### config.mk
export PLATFORM = sky130hd
export DESIGN_NAME = cnu_wr_update_handshake_flat
export DESIGN_NICKNAME = d
export VERILOG_FILES = /design/src/rtl/cnu_wr_update_handshake_if.sv /design/src/rtl/cnu_wr_update_handshake.sv /design/src/flat_wrapper.sv
export SDC_FILE = /design/constraint.sdc
export NUM_CORES = 1
export LEC_CHECK = 0
export BUFFER_PORTS_ARGS = -buffer_cell sky130_fd_sc_hd__buf_4
export CAP_MARGIN = 20
export CORE_AREA = 2 2 39 41
export CTS_CLUSTER_DIAMETER = 150
export CTS_CLUSTER_SIZE = 40
export DETAILED_ROUTE_END_ITERATION = 10
export DIE_AREA = 0 0 41 43
export PLACE_DENSITY_LB_ADDON = 0.08
export SLEW_MARGIN = 25
export SYNTH_ARGS = -nofsm -noshare
export SYNTH_HDL_FRONTEND = slang
export SYNTH_SLANG_ARGS = --single-unit
### constraint.sdc
create_clock -name write_clk -period 2.12 [get_ports write_clk]
set_input_delay 0.318 -clock write_clk [delete_from_list [all_inputs] [get_ports write_clk]]
set_output_delay 0.318 -clock write_clk [all_outputs]
set_load 0.01 [all_outputs]
### src/rtl/cnu_wr_update_handshake_if.sv
// Handshake bundle between the CNU load side and the CNU write/update side.
// The slave modport is the controller view; the master modport drives the requests and writer flag.
interface cnu_wr_update_handshake_if;
    logic cnu_init_load_en_i;
    logic cnu_rd_finish_i;
    logic iter_update_i;
    logic init_load_o;
    logic pipe_load_o;
    logic cnu_wr_o;

    modport slave (
        input  cnu_init_load_en_i,
        input  cnu_rd_finish_i,
        input  iter_update_i,
        output init_load_o,
        output pipe_load_o,
        output cnu_wr_o
    );

    modport master (
        output cnu_init_load_en_i,
        output cnu_rd_finish_i,
        output iter_update_i,
        input  init_load_o,
        input  pipe_load_o,
        input  cnu_wr_o
    );
endinterface

### src/rtl/cnu_wr_update_handshake.sv
// CNU load/write handshake: request -> fixed-length load strobe -> writer grant -> four-phase release.
// Define CNU_WR_HS_SYNC_EN to pass both request inputs through 2-flop synchronizers.
module cnu_wr_update_handshake #(
    parameter int unsigned LOAD_CYCLES = 2
) (
    input logic                        write_clk,
    input logic                        rst,
    cnu_wr_update_handshake_if.slave   bus
);

    typedef enum logic [2:0] {
        StIdle,
        StLoad,
        StWrReq,
        StWrBusy,
        StRelease
    } state_e;

    localparam logic       KindInit = 1'b0;
    localparam logic       KindPipe = 1'b1;
    localparam logic [3:0] CntLoad  = 4'(LOAD_CYCLES - 1);

    logic       req_init;
    logic       req_pipe;
    state_e     state_q, state_d;
    logic       kind_q, kind_d;
    logic [3:0] cnt_q, cnt_d;
    logic       init_load_q, init_load_d;
    logic       pipe_load_q, pipe_load_d;
    logic       cnu_wr_q, cnu_wr_d;

`ifdef CNU_WR_HS_SYNC_EN
    logic [1:0] init_sync_q;
    logic [1:0] pipe_sync_q;

    always_ff @(posedge write_clk) begin
        if (rst) begin
            init_sync_q <= 2'b00;
            pipe_sync_q <= 2'b00;
        end else begin
            init_sync_q <= {init_sync_q[0], bus.cnu_init_load_en_i};
            pipe_sync_q <= {pipe_sync_q[0], bus.cnu_rd_finish_i};
        end
    end

    assign req_init = init_sync_q[1];
    assign req_pipe = pipe_sync_q[1];
`else
    assign req_init = bus.cnu_init_load_en_i;
    assign req_pipe = bus.cnu_rd_finish_i;
`endif

    always_comb begin
        state_d = state_q;
        kind_d  = kind_q;
        cnt_d   = cnt_q;
        unique case (state_q)
            StIdle: begin
                if (req_init) begin
                    kind_d  = KindInit;
                    cnt_d   = CntLoad;
                    state_d = StLoad;
                end else if (req_pipe) begin
                    kind_d  = KindPipe;
                    cnt_d   = CntLoad;
                    state_d = StLoad;
                end
            end
            StLoad: begin
                if (cnt_q == 4'd0) begin
                    state_d = StWrReq;
                end else begin
                    cnt_d = cnt_q - 4'd1;
                end
            end
            StWrReq: begin
                if (bus.iter_update_i) begin
                    state_d = StWrBusy;
                end
            end
            StWrBusy: begin
                if (!bus.iter_update_i) begin
                    state_d = StRelease;
                end
            end
            StRelease: begin
                // Only the request that opened this transaction gates the exit.
                if ((kind_q == KindInit) ? !req_init : !req_pipe) begin
                    state_d = StIdle;
                end
            end
            default: state_d = StIdle;
        endcase

        // Outputs are decoded from the next state so they leave the block as plain flops.
        init_load_d = (state_d == StLoad) && (kind_d == KindInit);
        pipe_load_d = (state_d == StLoad) && (kind_d == KindPipe);
        cnu_wr_d    = (state_d == StWrReq) || (state_d == StWrBusy);
    end

    always_ff @(posedge write_clk) begin
        if (rst) begin
            state_q     <= StIdle;
            kind_q      <= KindInit;
            cnt_q       <= 4'd0;
            init_load_q <= 1'b0;
            pipe_load_q <= 1'b0;
            cnu_wr_q    <= 1'b0;
        end else begin
            state_q     <= state_d;
            kind_q      <= kind_d;
            cnt_q       <= cnt_d;
            init_load_q <= init_load_d;
            pipe_load_q <= pipe_load_d;
            cnu_wr_q    <= cnu_wr_d;
        end
    end

    assign bus.init_load_o = init_load_q;
    assign bus.pipe_load_o = pipe_load_q;
    assign bus.cnu_wr_o    = cnu_wr_q;

endmodule

### src/flat_wrapper.sv
// flat-port wrapper written by rule: the top's interface ports become plain ports
module cnu_wr_update_handshake_flat 
#(
    parameter int unsigned LOAD_CYCLES = 2
)
  (write_clk, rst, bus_cnu_init_load_en_i, bus_cnu_rd_finish_i, bus_iter_update_i, bus_init_load_o, bus_pipe_load_o, bus_cnu_wr_o);
  cnu_wr_update_handshake_if bus_i ();
  input logic write_clk;
  input logic rst;
  input wire logic [$bits(bus_i.cnu_init_load_en_i)-1:0] bus_cnu_init_load_en_i;
  input wire logic [$bits(bus_i.cnu_rd_finish_i)-1:0] bus_cnu_rd_finish_i;
  input wire logic [$bits(bus_i.iter_update_i)-1:0] bus_iter_update_i;
  output wire logic [$bits(bus_i.init_load_o)-1:0] bus_init_load_o;
  output wire logic [$bits(bus_i.pipe_load_o)-1:0] bus_pipe_load_o;
  output wire logic [$bits(bus_i.cnu_wr_o)-1:0] bus_cnu_wr_o;
  assign bus_i.cnu_init_load_en_i = bus_cnu_init_load_en_i;
  assign bus_i.cnu_rd_finish_i = bus_cnu_rd_finish_i;
  assign bus_i.iter_update_i = bus_iter_update_i;
  assign bus_init_load_o = bus_i.init_load_o;
  assign bus_pipe_load_o = bus_i.pipe_load_o;
  assign bus_cnu_wr_o = bus_i.cnu_wr_o;
  cnu_wr_update_handshake #(.LOAD_CYCLES(LOAD_CYCLES)) u_core (.write_clk(write_clk), .rst(rst), .bus(bus_i));
endmodule
* After elaboration in Yosys (flattened, before gate mapping)
Index checks and enable logic that the tools add are counted.
** Storage, ports and cells
- Register bits :: 11
- Latch bits :: 0
- RAM bits :: 0
- Memory bits (read-only) :: 0
- Input port bits :: 5
- Output and inout port bits :: 3
- Word-level logic and storage cells :: 41
- Memories :: 0
** Operators by class
- Add/sub/neg operators :: 1
- Multipliers :: 0
- Div/mod/pow operators :: 0
- Magnitude comparators :: 0
- Equality and inequality tests :: 9
- Shift operators :: 0
- Muxes and demuxes :: 15
- Bitwise operators :: 1
- Reductions and logical operators :: 9
** Operator list (number)
- $mux W3 :: 6
- $pmux W3 S5 :: 1
- $eq A3 B2 Y1 const B :: 4
- $mux W4 :: 3
- $pmux W4 S2 :: 1
- $eq A3 B1 Y1 const B :: 2
- $logic_not A4 Y1 :: 1
- $mux W1 :: 4
- $sub A4 B1 Y4 const B :: 1
- $eq A3 B3 Y1 const B :: 1
- $logic_not A3 Y1 :: 1
- $ne A3 B3 Y1 const B :: 1
- $reduce_and A3 Y1 :: 1
- $logic_and A1 B1 Y1 :: 2
- $logic_not A1 Y1 :: 2
- $ne A2 B2 Y1 const B :: 1
- $reduce_bool A2 Y1 :: 1
- $logic_or A1 B1 Y1 :: 1
- $not A1 Y1 :: 1

* Depth between registers and ports, before layout
Gate-level depths: netlist (run 1).
- Word-level depth :: 6
- Depth in mapped cells :: 6
- Gate-level depth less buffers :: 5

* Worst setup path before layout (run 1)
Ideal clock, no wire load.
- Path kind :: flip-flop to flip-flop
- Start point :: reg u_core.cnt_q[0]
- End point :: reg u_core.cnu_wr_q, in the netlist u_core.bus.cnu_wr_o
- Setup time :: 0.086 ns
- Arrival :: 1.544 ns
- Data required time :: 2.034 ns
- Setup slack :: 0.490 ns
- Stages on the path, launching flop included :: 7
- Buffers on the path :: 1
- Clock period less this slack :: 1.630 ns
- Cell sequence :: dfxtp_1 -> inv_1 -> ha_1 -> or3b_1 -> buf_2 -> or3_1 -> a211oi_1
** On the way
- Word-level cells in the longest chain between the ends :: 5
- Elaborated cells on any way between the ends :: 6
- Those cells by class :: eq/ne (2); mux (2); reduce/logical (2)
** Ends and longest elaborated chain
- from (decl) :: line cnu_wr_update_handshake.sv:27 : logic [3:0] cnt_q, cnt_d;
- from (signal assigned) :: line cnu_wr_update_handshake.sv:112 : cnt_q <= cnt_d;
- $logic_not A4 Y1 (*) :: line cnu_wr_update_handshake.sv:70 : if (cnt_q == 4'd0) begin
- $mux W3 (*) :: line cnu_wr_update_handshake.sv:70
- $pmux W3 S5 (*) :: line cnu_wr_update_handshake.sv:57 : unique case (state_q)
- $eq A3 B2 Y1 :: line cnu_wr_update_handshake.sv:98 : cnu_wr_d = (state_d == StWrReq) || (state_d == StWrBusy);
- $logic_or A1 B1 Y1 (*) :: line cnu_wr_update_handshake.sv:98
- to (signal assigned) :: line cnu_wr_update_handshake.sv:115 : cnu_wr_q <= cnu_wr_d;
- to (decl) :: line cnu_wr_update_handshake.sv:30 : logic cnu_wr_q, cnu_wr_d;
Mark *: on every way between the ends. The rest lies on a longest branch, timed or not.
A chain may end at the register's enable or synchronous reset.

* Final worst setup path (run 1)
- Start point :: reg u_core.cnt_q[0]
- End point :: reg u_core.state_q[1]
** On the way
- Word-level cells in the longest chain between the ends :: 3
** Ends and longest elaborated chain
- $logic_not A4 Y1 :: line cnu_wr_update_handshake.sv:70
- $mux W3 :: line cnu_wr_update_handshake.sv:70
- $pmux W3 S5 :: line cnu_wr_update_handshake.sv:57
- to (signal assigned) :: line cnu_wr_update_handshake.sv:103 : state_q <= StIdle;
- to (signal assigned) :: line cnu_wr_update_handshake.sv:110 : state_q <= state_d;
- to (decl) :: line cnu_wr_update_handshake.sv:25 : state_e state_q, state_d;
No other way between the ends.

==> results of run 1 <==
[stage by stage]
step | worst slack, ns | utilization [%] | area (sq um) | hold slack (ns)
final | 0.356 | 45.0 | 623 | 0.265
after CTS | 0.354 | 45.0 | 623 | 0.259
after global routing | 0.224 | 45.0 | 623 | 0.254
after global placement | 0.397 | 43.1 | 597 | 0.487
after floorplan | 0.490 | - | 526 | 0.415
after detailed placement | 0.398 | 43.1 | 597 | 0.485
[cell usage after synthesis]
cell type  count
a32o_1         1
a31oi_1        1
ha_1           2
or3b_1         2
or2_2          1
dfxtp_1       11
a32oi_1        2
nand3_1        1
nor4bb_1       1
nand4b_1       1
or3_1          1
o41ai_1        1
mux2_2         1
buf_2          1
o21ai_0        2
nand3b_1       1
and2_1         1
nor3b_2        1
nor3_1         2
inv_1          5
clkbuf_1       1
a211oi_1       6
a22oi_1        1
a21oi_1        3
a31o_1         1
nor2_1         6
[final cells by class]
cell class / count / area, sq um / share of cell area (%)
clock buffers: 4 / 26.3 / 4.22
inverters: 5 / 18.8 / 3.01
multi-input cells: 39 / 278 / 44.6
flip-flops and latches: 11 / 220 / 35.3
well taps: 16 / 20.0 / 3.21
repair buffers: 8 / 60.1 / 9.64
[sequential cells by signal (all words and copies together) (netlist names)]
signal,count
u_core.bus.cnu_wr_o,1
u_core.kind_q,1
u_core.cnt_q,4
u_core.state_q,3
u_core.bus.pipe_load_o,1
u_core.bus.init_load_o,1
[power by group through the flow]
stage / registers (mW) / logic (mW) / clock network, mW
2_1_floorplan: 0.272 / 0.140 / 0
3_3_place_gp: 0.272 / 0.200 / 0
3_5_place_dp: 0.272 / 0.200 / 0
4_1_cts: 0.267 / 0.201 / 0.151
5_1_grt: 0.275 / 0.222 / 0.159
6_report: 0.268 / 0.199 / 0.143
[cell families after synthesis]
logic type | share of synthesized area [%]
AO/OA/AOI/OAI | 24.5
AND/OR/NAND/NOR | 21.4
flip-flops | 41.9
buffers and inverters | 5.24
adder cells (fa/ha/maj) | 4.76
multiplexers | 2.14
[layer usage]
layer	global-route usage, %	vias up	part of all wire [%]
met1	16.4	196	50
li1	-	233	-
met2	18.4	4	46
met4	10.0	0	1.1
met5	0	-	0
met3	4.71	2	2.9
[worst register-to-register path, stage by stage (launching register included)]
cell,delay (ns)
dfxtp_1,0.34
inv_1,0.11
ha_1,0.17
or3b_1,0.47
or3_1,0.37
a211oi_1,0.23
[final timing paths]
kind / startpoint / end / cells after the start
worst max-delay path: u_core.cnt_q[0] / u_core.state_q[1] / 5
worst min-delay path: bus_cnu_init_load_en_i / u_core.bus.pipe_load_o / 2
worst max register to register: u_core.cnt_q[0] / u_core.state_q[1] / 5
worst min register to register: u_core.cnt_q[3] / u_core.cnt_q[3] / 2
==> metrics.txt, run 1 <==
outcome=completed; synthesized area=526 sq um; Post-CTS Setup Inserts=0; Combinational Power Share=32.7%; CP required=2.30 ns; CP Launch Type=flip-flop; Remaining DRCs=0; Worst slew margin=~69%; core area=1380 sq um; Layout area overhead=18.6%; io pins=8; top cell type's share of synthesized area=41.9%; Post-CTS Resized=0; Final Setup Violations=0; Synth area leaders=dfxtp_1 (42%), a211oi_1 (8.6%), ha_1 (4.8%); NetSw=204 uW; Max Fclk=~570 MHz; Slew Viols, Final=0; H-tree levels=1; Hold Crit Class=input port to flip-flop; Initial Util=roughly 38%; Sw Share=about a third; die area=1760 sq um; Total GRT Usage=13.5%; 1st-iter DRT viols=3; Max rail drop VDD=0.000400 V; DR pass1 iterations=4; YS warnings=0; clk sinks=11; Mapped Nets=64; Filler Cell Count=142; R2R setup slack=0.36 ns; post-synthesis sequential area ratio=41.9%; worst-skew pair later-pin latency=0.26 ns; final cell count without fillers=83; number of diodes=0; DR WL/cell=11.5 um; Avg Inst Size Synth=roughly 9.2 sq um; Worst Skew=approximately 0.00032 ns; post-DP HPWL=688 um; DP Cell Count=79; first-pass GRT wire length=1.52 mm; Final ANT Viol Nets=0; overall power=610 uW; WL final=about 960 um; library cell with the largest summed area after synthesis=dfxtp_1; cts bufs inserted=3; Syn Inst Count=57; CTS Buffer Depth=2; #FFs+latches synth=11; pwr dens=979 nW/um^2; Max stage delay cell, worst path=or3b_1; clock-pin slew on the worst setup and hold paths=roughly 0.07 ns; worst-path fanout max=7; Die W=41 um; vias in the first global route=375; Worst-Margin Slew=between 0.4 and 0.5 ns; layout net count=between 70 and 80; leakage=0.240 nW; via count=435; die height=between 40 and 50 um; max incr delay on CP=0.47 ns; Buf+Inv Stages, Crit Path=1; cell chain of the critical path=inv_1, ha_1, or3b_1, or3_1, a211oi_1; Clk pwr share=between 20% and 30%; Max-cap violations=0; Synth cell types=26; layout cells sized above 1=20.9%; Tmin final=~1.8 ns; most frequent cells in the layout=dfxtp_1 (11), buf_4 (8), nor2_1 (6), a211oi_1 (6), inv_1 (5); Internal=a little over 400 uW; Root Buffer=clkbuf_4; worst path arrival time=1.94 ns; sequential share of power=43.9%; commonest non-fill, non-tap cell in the layout=dfxtp_1; largest net degree at the start of global routing=13; critical path type=flip-flop to flip-flop; setup_tns=0 ns; GPL Wtd Cong=between 0.6 and 0.7; Rows=14; GR Overflow Total=0; initial antenna violation count=0; # hold bufs at CTS=0; Final Cycle Share=between 80% and 90%; RSZ-0062 raised after global routing=no; CP endpoint kind=flip-flop; CTS tree=yes; Top Family by Delay on Critical Path=simple AND/OR/NAND/NOR gates; post-DR vias/cell=5.24; final hold vios=0; # port buffers=7
Note: power is estimated with default switching activity, not from simulation.
==> run 2: changes to the inputs <==
==> constraint.sdc (replaced) <==
create_clock -name write_clk -period 1.45 [get_ports write_clk]
set_input_delay 0.2175 -clock write_clk [delete_from_list [all_inputs] [get_ports write_clk]]
set_output_delay 0.2175 -clock write_clk [all_outputs]
set_load 0.01 [all_outputs]
==> metrics.txt, run 2 (same netlist as run 1, synthesis figures left out) <==
DR pass1 iterations=4; clk sinks=11; Final Cycle Share=107%; GR Overflow Total=0; setup ws final=-0.102 ns; leakage=0.306 nW; Filler Cell Count=136; GPL Wtd Cong=~0.76; Worst Hold Launch=bus_cnu_init_load_en_i; Worst Skew=0.00234 ns; CTS Buffer Depth=2; r2r worst-path depth=5; Max Fclk=644 MHz; Largest Register=u_core.cnt_q; DR WL met3=roughly 54 um; final hold vios=0; Initial Util=approximately 38%; first-pass GRT wire length=1.75 mm; number of diodes=0; CP required=1.64 ns; RSZ-0062 raised after global routing=yes; Remaining DRCs=0; post-DP HPWL=805 um; CP Launch Type=flip-flop; Reg-to-Reg End=u_core.state_q[1]; NetSw=~350 uW; vias in the first global route=432; Slew Viols, Final=0; Internal=709 uW; Clk pwr share=20.1%; initial antenna violation count=0; largest net degree at the start of global routing=13; area occupied by multi-input gates=320 sq um; Root Buffer=clkbuf_4; 1st-iter DRT viols=5; core area=about 1400 sq um; crit path launch=u_core.cnt_q[0]; violated checks=setup timing; register area=223 sq um; die area=1760 sq um; Hold Crit Class=input port to flip-flop; Sw Share=around a third; H-tree levels=1; commonest non-fill, non-tap cell in the layout=buf_4; WL final=1.14 mm; sequential share of power=37.0%; via count=496; Rows=14; most frequent cells in the layout=buf_4 (20), dfxtp_1 (9), nor2_1 (6), a211oi_1 (4); layout net count=87; wire length on met2=530 um; setup_tns=-0.214 ns; Max-cap violations=0; outcome=finished with violations; # port buffers=7; Max rail drop VDD=0.000919 V; post-DR vias/cell=5.22; # hold bufs at CTS=0; Final ANT Viol Nets=0; Worst slew margin=75.9%; CP endpoint kind=flip-flop; clock-pin slew on the worst setup and hold paths=0.07 ns; Combinational Power Share=42.9%; DR WL/cell=~12 um; Tmin final=about 1.6 ns; Final Setup Violations=5; overall power=1.06 mW; uppermost layer routed=met4; Hold WS=0.158 ns; Worst-Margin Slew=around 0.36 ns; R2R setup slack=-0.10 ns; met1 WL=approximately 540 um; WHS Path Cells=2; Top Registers=u_core.cnt_q (4), u_core.state_q (3); RR Startpoint=u_core.cnt_q[0]; CTS tree=yes; layout cells sized above 1=46.8%; die height=43 um; worst path arrival time=1.75 ns; Largest register FFs=4; io pins=8; critical path type=flip-flop to flip-flop; Total GRT Usage=15.3%; pwr dens=1390 nW/um^2; Die W=41 um; Hold EP=u_core.kind_q; worst-skew pair later-pin latency=0.27 ns; cts bufs inserted=3; Layout area overhead=44.3%; worst-path fanout max=4
-- run 2: cell count changes in the layout (fill, tap and decap cells not counted), sizes merged --
cell / change
buf: +12
-- run 2: worst max path at each step --
stage                                     end  depth (start not counted)  slack [ns]
after floorplan           u_core.bus.cnu_wr_o                          6       -0.14
after global placement    u_core.bus.cnu_wr_o                          5       -0.09
after detailed placement  u_core.bus.cnu_wr_o                          5       -0.10
after CTS                   u_core.state_q[1]                          5       -0.08
after global routing      u_core.bus.cnu_wr_o                          5       -0.14
final                       u_core.state_q[1]                          5       -0.10
-- run 2: power groups by stage --
stage / Combinational [mW] / Clock (mW) / Sequential [mW]
finish: 0.453 / 0.213 / 0.390
global route: 0.503 / 0.239 / 0.395
CTS: 0.398 / 0.222 / 0.388
detailed placement: 0.371 / 0 / 0.394
global placement: 0.373 / 0 / 0.394
floorplan: 0.219 / 0 / 0.399
-- run 2: worst max-delay path, cell delays in order (launching register included) --
cell and delay, ns:
dfxtp_2 0.32, inv_2 0.07, ha_4 0.13, or3b_4 0.39
or3_4 0.35, a211oi_2 0.21
-- run 2: metrics by stage --
step           instances  area [sq um]  utilization (%)  setup slack [ns]
2_1_floorplan         57           532                -            -0.137
6_report              95           758             54.8            -0.102
5_1_grt               95           758             54.8            -0.143
3_3_place_gp          88           664             48.0           -0.0876
3_5_place_dp          88           664             48.0            -0.101
4_1_cts               92           709             51.3           -0.0791
-- run 2: layout make-up --
cell class / count / share of cell area [%]
clock buffers: 4 / 3.47
repair buffers: 20 / 19.8
inverters: 5 / 2.48
multi-input cells: 39 / 42.2
flip-flops and latches: 11 / 29.4
well taps: 16 / 2.64
-- run 2: repair_timing --
| item | CTS | global route |
|---|---|---|
| gates resized for setup | 5 | 5 |
| endpoints found under the setup margin | 6 | 7 |
| setup buffers | 0 | 3 |
| pin swaps | 0 | 1 |
-- run 2: per-layer routing --
layer	track usage, %	up-vias
met5	0	-
met4	6.00	0
met3	9.42	2
met2	20.9	9
met1	18.8	225
li1	-	260
==> run 3: changes to the inputs <==
--- a/config.mk
+++ b/config.mk
@@ -7,11 +7,11 @@
 export LEC_CHECK = 0
 export BUFFER_PORTS_ARGS = -buffer_cell sky130_fd_sc_hd__buf_4
 export CAP_MARGIN = 20
-export CORE_AREA = 2 2 39 41
+export CORE_AREA = 8 8 45 47
 export CTS_CLUSTER_DIAMETER = 150
 export CTS_CLUSTER_SIZE = 40
 export DETAILED_ROUTE_END_ITERATION = 10
-export DIE_AREA = 0 0 41 43
+export DIE_AREA = 0 0 53 55
 export PLACE_DENSITY_LB_ADDON = 0.08
 export SLEW_MARGIN = 25
 export SYNTH_ARGS = -nofsm -noshare
==> metrics.txt, run 3 (same netlist as run 1, synthesis figures left out) <==
Filler Cell Count=134; Remaining DRCs=0; Layout area overhead=40.2%; Root Buffer=clkbuf_4; die area=2920 sq um; layout net count=84; Slew Viols, Final=0; via count=493; WL final=approximately 1.2 mm; Max stage delay cell, worst path=or3b_4; Die W=53 um; Final Cycle Share=107%; io pins=8; Top Registers=u_core.cnt_q (4), u_core.state_q (3); setup ws final=-0.105 ns; CTS Buffer Depth=2; DP Cell Count=88; Largest register FFs=4; CP endpoint kind=flip-flop; largest net degree at the start of global routing=13; leakage=0.293 nW; worst path arrival time=1.74 ns; GPL Wtd Cong=0.730; Max Fclk=643 MHz; Worst Skew=between 0.004 and 0.005 ns; clock-pin slew on the worst setup and hold paths=approximately 0.080 ns; # port buffers=7; H-tree levels=1; Max-cap violations=0; 1st-iter DRT viols=5; core area=1380 sq um; post-DR vias/cell=5.36; die height=55 um; RSZ-0062 raised after global routing=yes; overall power=1.03 mW; post-DP HPWL=approximately 890 um; violated checks=setup timing; Max rail drop VDD=0.000536 V; final hold vios=0; worst-skew pair later-pin latency=about 0.26 ns; number of diodes=0; Final Setup Violations=3; Worst slew margin=roughly 78%; CP Launch Type=flip-flop; first-pass GRT wire length=1.94 mm; vias in the first global route=457; Tmin final=around 1.6 ns; Largest Register=u_core.cnt_q; Total GRT Usage=9.15%; Initial Util=38.0%; initial antenna violation count=0; cts bufs inserted=3; DR pass1 iterations=4; Final ANT Viol Nets=0; pwr dens=1400 nW/um^2; R2R setup slack=-0.11 ns; critical path type=flip-flop to flip-flop; worst-path fanout max=4; GR Overflow Total=0; Rows=14; layout cells sized above 1=43.4%; Top Family by Delay on Critical Path=simple AND/OR/NAND/NOR gates; clk sinks=11; cell chain of the critical path=inv_2, ha_4, or3b_4, or3_4, a211oi_2; Buf+Inv Stages, Crit Path=1; CTS tree=yes; final cell count without fillers=92; Worst-Margin Slew=0.331 ns; commonest non-fill, non-tap cell in the layout=buf_4; Hold Crit Class=input port to flip-flop; most frequent cells in the layout=buf_4 (17), dfxtp_1 (10), nor2_1 (6), a211oi_1 (4); DR WL/cell=13.1 um; outcome=finished with violations; max incr delay on CP=roughly 0.40 ns; CP required=1.64 ns
[run 3: cell types whose count changed in the layout (fill, tap and decap cells not counted)]
cell / delta
dfxtp_2: -1
o41ai_1: -1
buf_4: -3
a22oi_2: -1
a22oi_1: +1
dfxtp_1: +1
o41ai_2: +1
[run 3: area by class of cell]
class                           instances  area [sq um]  share of cell area, %
Timing Repair Buffer                   17           128                   17.3
Tap cell                               16          20.0                   2.72
Clock buffer                            4          26.3                   3.57
Sequential cell                        11           221                   30.1
Multi-Input combinational cell         39           323                   43.8
Inverter                                5          18.8                   2.55
[run 3: worst paths after layout]
| path | start | to | cells after the start |
|---|---|---|---|
| max reg2reg | u_core.cnt_q[0] | u_core.state_q[1] | 5 |
| max | u_core.cnt_q[0] | u_core.state_q[1] | 5 |
| min reg2reg | u_core.cnt_q[3] | u_core.cnt_q[3] | 2 |
| min | bus_cnu_init_load_en_i | u_core.kind_q | 2 |
[run 3: per-stage QoR]
stage | util [%] | TNS, ns | area (sq um) | hold slack [ns] | setup slack, ns
floorplan | - | -0.275 | 532 | 0.314 | -0.137
global placement | 48.0 | -0.180 | 664 | 0.438 | -0.0846
detailed placement | 48.0 | -0.271 | 664 | 0.437 | -0.123
CTS | 52.2 | -0.166 | 722 | 0.155 | -0.0911
global route | 53.3 | -0.446 | 737 | 0.168 | -0.132
finish | 53.3 | -0.192 | 737 | 0.171 | -0.105
[run 3: what timing repair did]
item | CTS | global route
gates resized for setup | 7 | 2
endpoints found under the setup margin | 6 | 8
setup buffers | 0 | 0
hold buffers | 0 | 0
pin swaps | 1 | 1
[run 3: metal layers]
metal | global-route usage (%) | share of wire [%] | vias to the layer above
met5 | 0 | 0 | -
met4 | 6.47 | 0.83 | 0
met3 | 2.94 | 4.4 | 2
met2 | 14.1 | 48 | 6
met1 | 10.6 | 46 | 230
li1 | - | - | 255
[run 3: report_power, final]
group	internal (mW)	switching [mW]	leakage (nW)	total (mW)
registers	0.350	0.0382	0.0907	0.389
logic	0.228	0.201	0.187	0.429
clock network	0.106	0.104	0.0150	0.210
